**config.mk**
```make
export PLATFORM = sky130hd
export DESIGN_NAME = day05_parser_flat
export DESIGN_NICKNAME = d
export VERILOG_FILES = /design/src/rtl/day05_pkg.sv /design/src/rtl/day05_parser_if.sv /design/src/rtl/day05_parser_dec_accum.sv /design/src/rtl/day05_parser.sv /design/src/flat_wrapper.sv
export SDC_FILE = /design/constraint.sdc
export NUM_CORES = 1
export LEC_CHECK = 0
export ABC_AREA = 1
export CAP_MARGIN = 20
export CORE_UTILIZATION = 41
export CTS_BUF_LIST = sky130_fd_sc_hd__clkbuf_8
export CTS_CLUSTER_SIZE = 40
export DETAILED_ROUTE_END_ITERATION = 10
export SLEW_MARGIN = 10
export SYNTH_ARGS = -nofsm -noshare
export SYNTH_HDL_FRONTEND = slang
export SYNTH_HIERARCHICAL = 1
export SYNTH_SLANG_ARGS = --single-unit
```
**constraint.sdc**
```tcl
create_clock -name clk -period 14.35 [get_ports clk]
set_clock_uncertainty 0.05 [all_clocks]
set_input_delay 2.87 -clock clk [delete_from_list [all_inputs] [get_ports clk]]
set_output_delay 2.87 -clock clk [all_outputs]
set_load 0.005 [all_outputs]
```
**src/rtl/day05_pkg.sv**
```systemverilog
// day05_pkg: shared state encoding, ASCII constants and token kinds for the day-05 parser.
package day05_pkg;
    typedef enum logic [2:0] {S_IDLE, S_FETCH, S_WAIT, S_EMIT, S_DONE} state_t;
    localparam int DEF_VAL_W = 64;
    localparam logic [7:0] CH_0    = 8'h30;
    localparam logic [7:0] CH_9    = 8'h39;
    localparam logic [7:0] CH_DASH = 8'h2d;
    localparam logic [7:0] CH_LF   = 8'h0a;
    localparam logic [7:0] CH_CR   = 8'h0d;
    localparam logic [7:0] CH_SP   = 8'h20;
    localparam logic [7:0] CH_NUL  = 8'h00;
    localparam logic KIND_RANGE = 1'b0;
    localparam logic KIND_VALUE = 1'b1;
endpackage

```
**src/rtl/day05_parser_if.sv**
```systemverilog
// day05_parser_if: control, ROM and token-stream bundle of the day-05 parser.
//   master = parser side (drives rom_addr, token stream, counters, flags)
//   slave  = environment side (drives start, ROM response, out_ready)
interface day05_parser_if
    import day05_pkg::*;
#(
    parameter int N_ADDR_BITS = 16,
    parameter int VAL_W       = DEF_VAL_W
);
    logic                 start;
    logic [N_ADDR_BITS:0] rom_addr;
    logic [7:0]           rom_data;
    logic                 rom_valid;
    logic                 out_valid;
    logic                 out_ready;
    logic                 out_kind;
    logic [VAL_W-1:0]     out_lo;
    logic [VAL_W-1:0]     out_hi;
    logic [15:0]          n_ranges;
    logic [15:0]          n_values;
    logic                 parse_err;
    logic                 done;

    modport master (
        input  start, rom_data, rom_valid, out_ready,
        output rom_addr, out_valid, out_kind, out_lo, out_hi, n_ranges, n_values, parse_err, done
    );
    modport slave (
        output start, rom_data, rom_valid, out_ready,
        input  rom_addr, out_valid, out_kind, out_lo, out_hi, n_ranges, n_values, parse_err, done
    );
endinterface

```
**src/rtl/day05_parser_dec_accum.sv**
```systemverilog
// dec_accum: one decimal digit step, acc*10 + d as shifts and adds, wrapping at VAL_W bits.
//   i_acc   current accumulator
//   i_digit incoming digit 0-9
//   o_next  updated accumulator
module dec_accum #(
    parameter int VAL_W = 64
) (
    input  logic [VAL_W-1:0] i_acc,
    input  logic [3:0]       i_digit,
    output logic [VAL_W-1:0] o_next
);
    assign o_next = (i_acc << 3) + (i_acc << 1) + VAL_W'(i_digit);
endmodule

```
**src/rtl/day05_parser.sv**
```systemverilog
// day05_parser: walks the puzzle ROM and turns ASCII range/ID lines into binary tokens.
//   clk, rst  clock and asynchronous active-high reset
//   bus       start pulse, ROM request/response, token stream, counters, parse_err, done
module day05_parser
    import day05_pkg::*;
#(
    parameter int N_ADDR_BITS = 16,
    parameter int VAL_W       = DEF_VAL_W
) (
    input logic            clk,
    input logic            rst,
    day05_parser_if.master bus
);
    state_t               r_state, w_state;
    logic [N_ADDR_BITS:0] r_addr, w_addr;
    logic [VAL_W-1:0]     r_acc, w_acc, r_lo, w_lo, r_olo, w_olo, r_ohi, w_ohi, w_acc_dec;
    logic                 r_hd, w_hd, r_hdash, w_hdash, r_sec, w_sec, r_eof, w_eof;
    logic                 r_ov, w_ov, r_kind, w_kind, r_err, w_err, r_done, w_done;
    logic [15:0]          r_nr, w_nr, r_nv, w_nv;
    logic                 w_is_digit, w_end, w_eol;

    // low nibble of an ASCII digit is its value
    dec_accum #(.VAL_W(VAL_W)) u_acc (.i_acc(r_acc), .i_digit(bus.rom_data[3:0]), .o_next(w_acc_dec));

    assign w_is_digit = bus.rom_data >= CH_0 && bus.rom_data <= CH_9;
    // the all-ones address is the last byte the ROM can ever return
    assign w_end      = !bus.rom_valid || (&r_addr);
    assign w_eol      = bus.rom_valid && bus.rom_data == CH_LF;

    always_comb begin
        w_state = r_state;
        w_addr  = r_addr;
        w_acc   = r_acc;
        w_lo    = r_lo;
        w_hd    = r_hd;
        w_hdash = r_hdash;
        w_sec   = r_sec;
        w_eof   = r_eof;
        w_ov    = r_ov;
        w_kind  = r_kind;
        w_olo   = r_olo;
        w_ohi   = r_ohi;
        w_nr    = r_nr;
        w_nv    = r_nv;
        w_err   = r_err;
        w_done  = r_done;
        case (r_state)
            S_IDLE, S_DONE: begin
                w_done = r_state == S_DONE;
                if (bus.start) begin
                    w_state = S_FETCH;
                    w_addr  = '0;
                    w_acc   = '0;
                    w_lo    = '0;
                    w_hd    = 1'b0;
                    w_hdash = 1'b0;
                    w_sec   = KIND_RANGE;
                    w_eof   = 1'b0;
                    w_nr    = '0;
                    w_nv    = '0;
                    w_err   = 1'b0;
                    w_done  = 1'b0;
                end
            end
            S_FETCH: w_state = S_WAIT;
            S_WAIT: begin
                if (bus.rom_valid) begin
                    if (w_is_digit) begin
                        w_acc = w_acc_dec;
                        w_hd  = 1'b1;
                    end else if (bus.rom_data == CH_DASH) begin
                        if (r_sec == KIND_RANGE && !r_hdash) begin
                            w_lo    = r_acc;
                            w_acc   = '0;
                            w_hdash = 1'b1;
                        end else
                            w_err = 1'b1;
                    end else if (bus.rom_data == CH_LF) begin
                        if (!r_hd && !r_hdash && r_sec == KIND_RANGE)
                            w_sec = KIND_VALUE;
                    end else if (!(bus.rom_data == CH_CR || bus.rom_data == CH_NUL || bus.rom_data == CH_SP))
                        w_err = 1'b1;
                end
                // token built from the post-byte state so a digit at the last address still lands
                if (w_hd && (w_eol || w_end)) begin
                    w_state = S_EMIT;
                    w_ov    = 1'b1;
                    w_kind  = w_sec;
                    w_olo   = (w_sec == KIND_RANGE && w_hdash) ? w_lo : w_acc;
                    w_ohi   = w_sec == KIND_RANGE ? w_acc : '0;
                    w_eof   = w_end;
                    if (w_sec == KIND_RANGE && !w_hdash)
                        w_err = 1'b1;
                end else if (w_end)
                    w_state = S_DONE;
                else begin
                    w_state = S_FETCH;
                    w_addr  = r_addr + 1'b1;
                end
            end
            S_EMIT: begin
                if (bus.out_ready) begin
                    w_ov    = 1'b0;
                    w_acc   = '0;
                    w_lo    = '0;
                    w_hd    = 1'b0;
                    w_hdash = 1'b0;
                    w_nr    = r_kind == KIND_RANGE ? r_nr + 16'(r_nr != 16'hffff) : r_nr;
                    w_nv    = r_kind == KIND_VALUE ? r_nv + 16'(r_nv != 16'hffff) : r_nv;
                    w_addr  = r_addr + 1'b1;
                    w_state = r_eof ? S_DONE : S_FETCH;
                    w_done  = r_eof;
                end
            end
            default: w_state = S_IDLE;
        endcase
    end

    always_ff @(posedge clk or posedge rst) begin
        if (rst) begin
            r_state <= S_IDLE;
            r_addr  <= '0;
            r_acc   <= '0;
            r_lo    <= '0;
            r_hd    <= 1'b0;
            r_hdash <= 1'b0;
            r_sec   <= KIND_RANGE;
            r_eof   <= 1'b0;
            r_ov    <= 1'b0;
            r_kind  <= 1'b0;
            r_olo   <= '0;
            r_ohi   <= '0;
            r_nr    <= '0;
            r_nv    <= '0;
            r_err   <= 1'b0;
            r_done  <= 1'b0;
        end else begin
            r_state <= w_state;
            r_addr  <= w_addr;
            r_acc   <= w_acc;
            r_lo    <= w_lo;
            r_hd    <= w_hd;
            r_hdash <= w_hdash;
            r_sec   <= w_sec;
            r_eof   <= w_eof;
            r_ov    <= w_ov;
            r_kind  <= w_kind;
            r_olo   <= w_olo;
            r_ohi   <= w_ohi;
            r_nr    <= w_nr;
            r_nv    <= w_nv;
            r_err   <= w_err;
            r_done  <= w_done;
        end
    end

    assign bus.rom_addr  = r_addr;
    assign bus.out_valid = r_ov;
    assign bus.out_kind  = r_kind;
    assign bus.out_lo    = r_olo;
    assign bus.out_hi    = r_ohi;
    assign bus.n_ranges  = r_nr;
    assign bus.n_values  = r_nv;
    assign bus.parse_err = r_err;
    assign bus.done      = r_done;
endmodule

```
**src/flat_wrapper.sv**
```systemverilog
// flat-port wrapper written by rule: the top's interface ports become plain ports
module day05_parser_flat import day05_pkg::*;
#(
    parameter int N_ADDR_BITS = 16,
    parameter int VAL_W       = DEF_VAL_W
)
  (clk, rst, bus_start, bus_rom_data, bus_rom_valid, bus_out_ready, bus_rom_addr, bus_out_valid, bus_out_kind, bus_out_lo, bus_out_hi, bus_n_ranges, bus_n_values, bus_parse_err, bus_done);
  day05_parser_if #(.N_ADDR_BITS(N_ADDR_BITS), .VAL_W(VAL_W)) bus_i ();
  input logic clk;
  input logic rst;
  input wire logic [$bits(bus_i.start)-1:0] bus_start;
  input wire logic [$bits(bus_i.rom_data)-1:0] bus_rom_data;
  input wire logic [$bits(bus_i.rom_valid)-1:0] bus_rom_valid;
  input wire logic [$bits(bus_i.out_ready)-1:0] bus_out_ready;
  output wire logic [$bits(bus_i.rom_addr)-1:0] bus_rom_addr;
  output wire logic [$bits(bus_i.out_valid)-1:0] bus_out_valid;
  output wire logic [$bits(bus_i.out_kind)-1:0] bus_out_kind;
  output wire logic [$bits(bus_i.out_lo)-1:0] bus_out_lo;
  output wire logic [$bits(bus_i.out_hi)-1:0] bus_out_hi;
  output wire logic [$bits(bus_i.n_ranges)-1:0] bus_n_ranges;
  output wire logic [$bits(bus_i.n_values)-1:0] bus_n_values;
  output wire logic [$bits(bus_i.parse_err)-1:0] bus_parse_err;
  output wire logic [$bits(bus_i.done)-1:0] bus_done;
  assign bus_i.start = bus_start;
  assign bus_i.rom_data = bus_rom_data;
  assign bus_i.rom_valid = bus_rom_valid;
  assign bus_i.out_ready = bus_out_ready;
  assign bus_rom_addr = bus_i.rom_addr;
  assign bus_out_valid = bus_i.out_valid;
  assign bus_out_kind = bus_i.out_kind;
  assign bus_out_lo = bus_i.out_lo;
  assign bus_out_hi = bus_i.out_hi;
  assign bus_n_ranges = bus_i.n_ranges;
  assign bus_n_values = bus_i.n_values;
  assign bus_parse_err = bus_i.parse_err;
  assign bus_done = bus_i.done;
  day05_parser #(.N_ADDR_BITS(N_ADDR_BITS), .VAL_W(VAL_W)) u_core (.clk(clk), .rst(rst), .bus(bus_i));
endmodule
```
==> impl_metrics.yaml, run 1 <==
global_routing:
  grt_pass1_wl_um: 105000
  overflow: 0
  grt_pass1_vias: 19800
  grt_usage_pct: 23.2
  antenna_found_initial: 1
  grt_max_degree: 129
synth:
  syn_area_per_cell_um2: 6.79
  synth_cell_type_count: 44
  synth_nets: 3429
  syn_inst: 3286
  synthTopCellsByCount: "nand2_1 (1,237), inv_1 (489), dfrtp_1 (316)"
  ys_warn_count: 6
  ys_seq_elements: 316
  synth_area_leaders: "dfrtp_1 (35%), nand2_1 (21%), inv_1 (8.2%), ha_1 (7.2%), nand3_1 (5.9%)"
  async_flop_share_pct: 100
  synth_edf_count: 0
  synth_ff_type: "dfrtp_1"
  seq_area_frac_synth_pct: 35.4
  synth.most_common_cell: "nand2_1"
  netlist.area_leader.share_pct: 35.4
  synth_area_mm2: 0.0223
  synth_top_cell_by_area: "dfrtp_1"
power_and_ir_drop:
  powerDensity_mw_per_mm2: 103
  swShare_pct: 34.9
  power_switching_mw: 0.932
  total_power_mw: 2.67
  combPwrFrac_pct: 26.0
  p_leak_nw: 14.2
  irDropWorstVdd_uv: 168
  p_int_mw: 1.74
  pwr-share-seq_pct: 37.9
  p_clk_share_pct: 36.1
route:
  routed-via-count: 20600
  drtIter0Drc: 1299
  via_per_inst: 4.93
  firstDrtPassIters: 5
  ant_nets: 0
  avgRoutedWirePerCell_um: 15.3
  wl_um: 63900
  drcViolationCount: 0
cells_and_area:
  synthToLayoutAreaGrowth_pct: 16.3
  instances_no_fill: 4174
  drive_gt1_share_pct: 7.02
  seqCellArea_mm2: 0.00791
  multi_input_area_mm2: 0.0119
  fin_nets: 3574
  fill_cells: 5639
  final_area_mm2: 0.0260
cts:
  clkSinkCount: 316
  root_buffer: "clkbuf_8"
  cts_tree: "built"
  ctsHoldBuffers: 0
  h-tree-depth: 2
  cts.clk_slew.worst_paths_ps: 60
  numCtsBuffers: 56
  cts_buffer_depth: 3
  post_cts_buffers: 0
  clock_latency_ps: 690
  cts_resized: 0
floorplan:
  num_io_pins: 194
  dieArea_mm2: 0.0554
  placeableCoreArea_mm2: 0.0538
  die_w_um: 235
  fp-row-count: 85
  initial_utilization_pct: 41.5
  fp.dieH_um: 235
sta:
  setup_viol: 0
  clock.fmax_mhz: 151
  rsz0062_at_grt: "no"
  maxSlewHeadroom_pct: 28.0
  finalHoldViolations: 0
  worst_slew_pin_slew_ps: 1080
  slew_violations: 0
  setup_tns_ps: 0
  fin_crit_sh_pct: 46.1
  final.min_clock_period_ps: 6620
min_path:
  min_to: "u_core/bus.out_lo[43]"
  worstHoldPathType: "reg2reg"
  hold_depth: 2
  hp-start: "u_core/bus.out_lo[43]"
place:
  numPortBuffers: 193
  place_area_mm2: 0.0247
  place.gp.congestion: 1.05
  hpwl_um: 46300
  dp.cells: 4069
worst_setup_path:
  end_kind: "flip-flop"
  rr_endpoint: "u_core/bus.out_lo[41]"
  required_ps: 14890
  worst-path-max-fanout: 74
  rrSetupSlack_ps: 9770
  crit_arrival_ps: 7160
  rr_startpoint: "u_core/bus.rom_addr[0]"
  critPathLaunchType: "input port"
  criticalPathCategory: "in2reg"
  reg2regPathDepth: 14
outcome:
  status: "finished, final reports clean"
flow_run:
  cap_viol_max_count: 0
==> worst max-delay path, cell delays in order <==
cell	delay [ps]
clkdlybuf4s50_1	480
o21ai_1	300
nand3_4	520
nand2_1	330
nand3_4	590
buf_4	640
inv_2	580
buf_4	540
nand3_1	130
nand2_1	90
==> cell families after synthesis <==
kind of cell | after synthesis | share of synthesized area, %
buf+inv | 623 | 11.3
flops | 316 | 35.4
mux | 1 | 0.0504
simple gates | 1855 | 35.0
fa+ha+maj | 130 | 7.35
compound gates | 305 | 8.66
xor+xnor | 56 | 2.20
==> final cells by class <==
cell class / count / share of cell area, %
diodes: 1 / 0.00964
clock buffers: 74 / 3.92
clock inverters: 30 / 1.08
inverters: 504 / 7.34
multi-input cells: 2347 / 46.0
flip-flops and latches: 316 / 30.5
well taps: 696 / 3.36
repair buffers: 206 / 7.82
==> worst max path at each step <==
stage,to,cells after the start,startpoint
6_report,u_core/bus.out_lo[41],10,bus_rom_data[1]
3_3_place_gp,u_core/bus.out_lo[40],10,bus_rom_data[2]
3_5_place_dp,u_core/bus.out_lo[4],10,bus_rom_data[1]
5_1_grt,u_core/bus.out_lo[48],11,bus_rom_data[5]
2_1_floorplan,u_core/bus.done,1,rst
4_1_cts,u_core/bus.out_lo[8],10,bus_rom_data[1]
==> flip-flops by register name, summed over array words and instances (netlist names), 3 cells and up <==
name / count
u_core/bus.n_ranges: 16
u_core/bus.n_values: 16
u_core/bus.out_hi: 64
u_core/bus.out_lo: 64
u_core/bus.rom_addr: 17
u_core/r_acc: 64
u_core/r_lo: 64
u_core/r_state: 3
==> power by group through the flow <==
stage          registers [mW]  logic (mW)  clock network (mW)
3_3_place_gp             1.03       0.697                   0
2_1_floorplan            1.02       0.475                   0
6_report                 1.01       0.693               0.962
5_1_grt                  1.02       0.773                1.03
4_1_cts                  1.01       0.700               0.987
3_5_place_dp             1.03       0.696                   0
==> cells in the final DEF, fill, tap and decap left out, types with 50 or more instances in the layout <==
cell                n
a21oi_1            52
o22ai_1           131
nor2_1            180
nand2_1          1235
o21ai_2            50
dfrtp_1           316
or2_1              55
clkdlybuf4s50_1   193
inv_1             503
xor2_1             52
ha_1              128
nand3_1           263
clkbuf_8           74
==> per-stage QoR <==
stage | worst slack, ps | util, % | hold WS (ps)
floorplan | 2690 | - | 419
global placement | 7060 | 45.8 | 417
detailed placement | 6970 | 45.8 | 414
CTS | 7700 | 48.2 | 431
global route | 7300 | 48.2 | 448
finish | 7730 | 48.2 | 429
==> metal layers <==
metal,GRT usage [%],vias to the layer above,routed length [µm]
met5,0,-,0
met4,6.18,0,1490
met3,3.40,95,2740
met2,36.4,409,28300
met1,33.3,9465,31300
li1,-,10600,-
Power figures use the tool's default switching activity.
==> run 2: changes to the inputs <==
clock period = 5.5 ns   (was 14.35 ns; I/O delays follow)
==> run 2 against run 1 <==
  * Routed wire length up 1.5%
  * Core utilization up 0.25 points
  * Via count about the same
  * Combinational power rose to 2.7 times the previous value
  * Critical path depth up 9
  * Clock power rose to 2.5 times the previous value
  * Global-route usage up 0.34 points
  * First-iteration DRC count up 8.7%
  * Die area unchanged
  * Final area up 0.52%
  * Flip-flop and latch count unchanged
==> impl_metrics.yaml, run 2 (same netlist as run 1, synthesis figures left out) <==
route:
  ant_nets: 0
  drcViolationCount: 0
  wl_um: 64800
  routed-via-count: 20600
  drtIter0Drc: 1412
  firstDrtPassIters: 6
  via_per_inst: 4.92
  avgRoutedWirePerCell_um: 15.5
sta:
  worst_slew_pin_slew_ps: 892
  setup_viol: 0
  finalHoldViolations: 0
  slew_violations: 0
  fin_crit_sh_pct: 71.3
  final.min_clock_period_ps: 3920
  clock.fmax_mhz: 255
  maxSlewHeadroom_pct: 40.3
  rsz0062_at_grt: "no"
  setup_tns_ps: 0
cts:
  numCtsBuffers: 56
  h-tree-depth: 2
  cts_tree: "built"
  post_cts_buffers: 0
  clock_latency_ps: 680
  ctsHoldBuffers: 0
  cts_buffer_depth: 3
  clkSinkCount: 316
  root_buffer: "clkbuf_8"
  cts_resized: 0
  cts.clk_slew.worst_paths_ps: 60
worst_setup_path:
  rrSetupSlack_ps: 2120
  crit_chain: "clkdlybuf4s50_1 > inv_1 > fa_1 > fa_1 > inv_1 > nand3_1 > nor2_1 > a21oi_1 > nand2_1 > nand2_1 > nand2_1 > nand2_1 > nand3_1 > nand2_1 > or2_1 > nand3_1 > nand2_1 > nand3_1 > nand2_1"
  reg2regPathDepth: 18
  critPathTopFamily: "simple AND/OR/NAND/NOR gates"
  critPathLaunchType: "input port"
  cpMostUsedCell: "nand2_1"
  worst-path-max-fanout: 5
  criticalPathCategory: "in2reg"
  required_ps: 5980
  critPathSlowestCell: "clkdlybuf4s50_1"
  path_buf_inv: 3
  end_kind: "flip-flop"
  rr_startpoint: "u_core/r_acc[0]"
  slowest_delay_ps: 550
  rr_endpoint: "u_core/bus.out_lo[44]"
  crit_arrival_ps: 4400
floorplan:
  dieArea_mm2: 0.0554
  placeableCoreArea_mm2: 0.0538
  die_w_um: 235
  fp.dieH_um: 235
  num_io_pins: 194
  initial_utilization_pct: 41.5
  fp-row-count: 85
place:
  place.gp.congestion: 0.991
  place_area_mm2: 0.0248
  hpwl_um: 47500
  numPortBuffers: 193
power_and_ir_drop:
  swShare_pct: 35.4
  total_power_mw: 6.94
  p_int_mw: 4.48
  powerDensity_mw_per_mm2: 266
  p_clk_share_pct: 35.3
  power_switching_mw: 2.46
  p_leak_nw: 14.3
  combPwrFrac_pct: 26.7
  irDropWorstVdd_uv: 213
  pwr-share-seq_pct: 38.0
flow_run:
  cap_viol_max_count: 0
global_routing:
  antenna_found_initial: 2
  grt_pass1_wl_um: 107000
  overflow: 0
  grt_pass1_vias: 19900
  grt_max_degree: 119
  grt_usage_pct: 23.5
cells_and_area:
  mostFrequentLayoutCells: "nand2_1 (1,235), inv_1 (500), dfrtp_1 (316)"
  fin_nets: 3584
  synthToLayoutAreaGrowth_pct: 16.9
  final_common_cell: "nand2_1"
  final_area_mm2: 0.0261
  drive_gt1_share_pct: 7.40
min_path:
  worstHoldPathType: "reg2reg"
  hp-start: "u_core/bus.out_lo[39]"
  hold_depth: 2
  min_to: "u_core/bus.out_lo[39]"
outcome:
  status: "finished, final reports clean"
==> run 2: layout make-up <==
class                   count  area, µm²
fillers                  5656      27700
multi-input cells        2347      11900
flip-flops and latches    316       7910
repair buffers            216       2190
inverters                 504       1900
clock buffers              76       1050
well taps                 696        871
clock inverters            29        230
diodes                      2       5.00
==> run 2: how the worst max path moves through the flow <==
stage / cells after the start / end / slack (ps) / startpoint
finish: 19 / u_core/bus.out_lo[44] / 1580 / bus_rom_data[3]
global route: 20 / u_core/bus.out_lo[44] / 1300 / bus_rom_data[2]
CTS: 19 / u_core/bus.out_lo[46] / 1630 / bus_rom_data[3]
detailed placement: 19 / u_core/bus.out_lo[46] / 940 / bus_rom_data[3]
global placement: 19 / u_core/bus.out_lo[44] / 1020 / bus_rom_data[3]
floorplan: 1 / u_core/bus.done / 140 / rst
==> run 2: tightest hold or removal path, delay by kind of cell, from the launching register on <==
family | cells | cell delay, ps
simple gates | 2 | 100
flops | 1 | 340
==> run 2: power by group through the flow <==
stage,clock network (mW),registers [mW],logic [mW]
5_1_grt,2.62,2.67,2.07
2_1_floorplan,0,2.66,1.24
3_3_place_gp,0,2.69,1.86
3_5_place_dp,0,2.68,1.86
4_1_cts,2.52,2.65,1.87
6_report,2.45,2.64,1.86
==> run 2: metal layers <==
metal | global-route usage [%] | share of wire, % | routed length, µm | up-vias
met5 | 0 | 0 | 0 | -
met4 | 6.06 | 2.1 | 1370 | 0
met3 | 3.20 | 4.5 | 2890 | 80
met2 | 37.9 | 45 | 29400 | 422
met1 | 33.2 | 48 | 31200 | 9469
li1 | - | - | - | 10600
==> run 2: stage by stage <==
stage	setup slack (ps)	hold slack [ps]	utilization (%)	std cells
5_1_grt	1300	443	48.5	4186
3_3_place_gp	1020	413	46.1	4079
3_5_place_dp	940	417	46.1	4079
2_1_floorplan	139	419	-	3286
6_report	1580	426	48.5	4186
4_1_cts	1630	433	48.5	4184
==> run 3: changes to the inputs <==
clock period = 4 ns   (was 5.5 ns; I/O delays follow)
==> run 3 against run 2 <==
  * Final area up 2.0%
  * Hold slack about the same
  * Flip-flop and latch count unchanged
  * Critical path type unchanged
==> impl_metrics.yaml, run 3 (same netlist as run 1, synthesis figures left out) <==
cts:
  clkSinkCount: 316
  cts_tree: "built"
  post_cts_buffers: 0
  ctsHoldBuffers: 0
  cts_resized: 0
  h-tree-depth: 2
  root_buffer: "clkbuf_8"
  clock_latency_ps: 700
  cts.clk_slew.worst_paths_ps: 60
  numCtsBuffers: 56
  cts_buffer_depth: 3
global_routing:
  antenna_found_initial: 2
  overflow: 0
  grt_max_degree: 133
  grt_pass1_vias: 20300
  grt_pass1_wl_um: 109000
  grt_usage_pct: 24.0
cells_and_area:
  seqCellArea_mm2: 0.00791
  final_common_cell: "nand2_1"
  synthToLayoutAreaGrowth_pct: 19.2
  multi_input_area_mm2: 0.0119
  mostFrequentLayoutCells: "nand2_1 (1,235), inv_1 (508), dfrtp_1 (316)"
  fill_cells: 5540
  fin_nets: 3671
  drive_gt1_share_pct: 9.33
  final_util_pct: 49.4
sta:
  clock.fmax_mhz: 279
  fin_crit_sh_pct: 89.7
  setup_viol: 0
  finalHoldViolations: 0
  final.min_clock_period_ps: 3590
  worst_slew_pin_slew_ps: 831
  setup_tns_ps: 0
  layout_setup_ws_ps: 414
  slew_violations: 0
  timing.hold.ws_ps: 427
  rsz0062_at_grt: "no"
  maxSlewHeadroom_pct: 44.6
floorplan:
  num_io_pins: 194
  dieArea_mm2: 0.0554
  die_w_um: 235
  fp-row-count: 85
  initial_utilization_pct: 41.5
  fp.dieH_um: 235
  placeableCoreArea_mm2: 0.0538
flow_run:
  cap_viol_max_count: 0
outcome:
  status: "finished, final reports clean"
worst_setup_path:
  critPathLaunchType: "input port"
  end_kind: "flip-flop"
  crit_arrival_ps: 4020
  worst-path-max-fanout: 3
  required_ps: 4440
  criticalPathCategory: "in2reg"
route:
  ant_nets: 0
  firstDrtPassIters: 5
  routed-via-count: 21100
  drcViolationCount: 0
  wl_um: 66200
  avgRoutedWirePerCell_um: 15.5
  drtIter0Drc: 1350
  via_per_inst: 4.94
power_and_ir_drop:
  powerDensity_mw_per_mm2: 347
  total_power_mw: 9.23
  p_leak_nw: 14.6
  irDropWorstVdd_uv: 488
place:
  numPortBuffers: 193
  place.gp.congestion: 1.01
  hpwl_um: 48100
  place_ws_ps: -194
min_path:
  worstHoldPathType: "reg2reg"
-- run 3: cell count changes in the layout (fill, tap and decap cells not counted), moves of 2 or more --
cell,delta
clkbuf_8,-10
inv_1,+8
bufinv_16,-3
clkinv_2,+3
buf_4,+83
buf_12,+4
clkinv_4,-2
-- run 3: power by group --
part	leakage [nW]	internal, mW	switching (mW)	total, mW
Clock	0.639	1.51	1.45	2.95
Combinational	9.61	0.912	1.73	2.64
Sequential	4.39	3.44	0.198	3.64
Total	14.6	5.86	3.37	9.23
-- run 3: layout make-up --
cell class / count / area share (%)
sequential: 316 / 29.7
timing repair buffer: 303 / 10.9
antenna: 2 / 0.0188
clock buffer: 66 / 3.42
multi-input combinational: 2347 / 44.9
clock inverter: 35 / 0.673
inverter: 504 / 7.15
tap: 696 / 3.27
-- run 3: metrics by stage --
stage	area [µm²]	std cells
6_report	26600	4269
2_1_floorplan	22300	3286
5_1_grt	26600	4269
3_5_place_dp	25500	4166
3_3_place_gp	25500	4166
4_1_cts	26600	4267
-- run 3: path summary, 6_finish.rpt --
| check | end | cells past startpoint | slack, ps | from |
|---|---|---|---|---|
| min in group asynchronous | u_core/bus.out_lo[51] | 2 | 500 | rst |
| max reg2reg | u_core/r_acc[45] | 17 | 640 | u_core/r_acc[0] |
| max | u_core/r_acc[45] | 18 | 410 | bus_rom_data[3] |
| min | u_core/bus.out_hi[43] | 2 | 430 | u_core/bus.out_hi[43] |
| min reg2reg | u_core/bus.out_hi[43] | 2 | 430 | u_core/bus.out_hi[43] |
| max in group asynchronous | u_core/bus.out_hi[24] | 3 | 2400 | rst |
-- run 3: worst max-delay path, stage by stage --
cell,delay (ps)
clkdlybuf4s50_1,540
inv_1,90
fa_1,520
inv_1,50
ha_1,260
nand3_1,120
nand3_1,160
nand3_1,90
nand2_1,140
nand2_1,60
nand2_1,260
nand2_1,180
nand3_1,100
nand2_1,60
or2_2,310
nand3_2,90
buf_4,110
o22ai_1,60
-- run 3: metal layers --
layer  share of wire, %  track usage (%)  up-vias
met1                 48             33.9     9737
met2                 45             38.2      444
met3                4.6             3.33       92
met5                  0                0        -
li1                   -                -    10800
met4                2.2             7.03        0
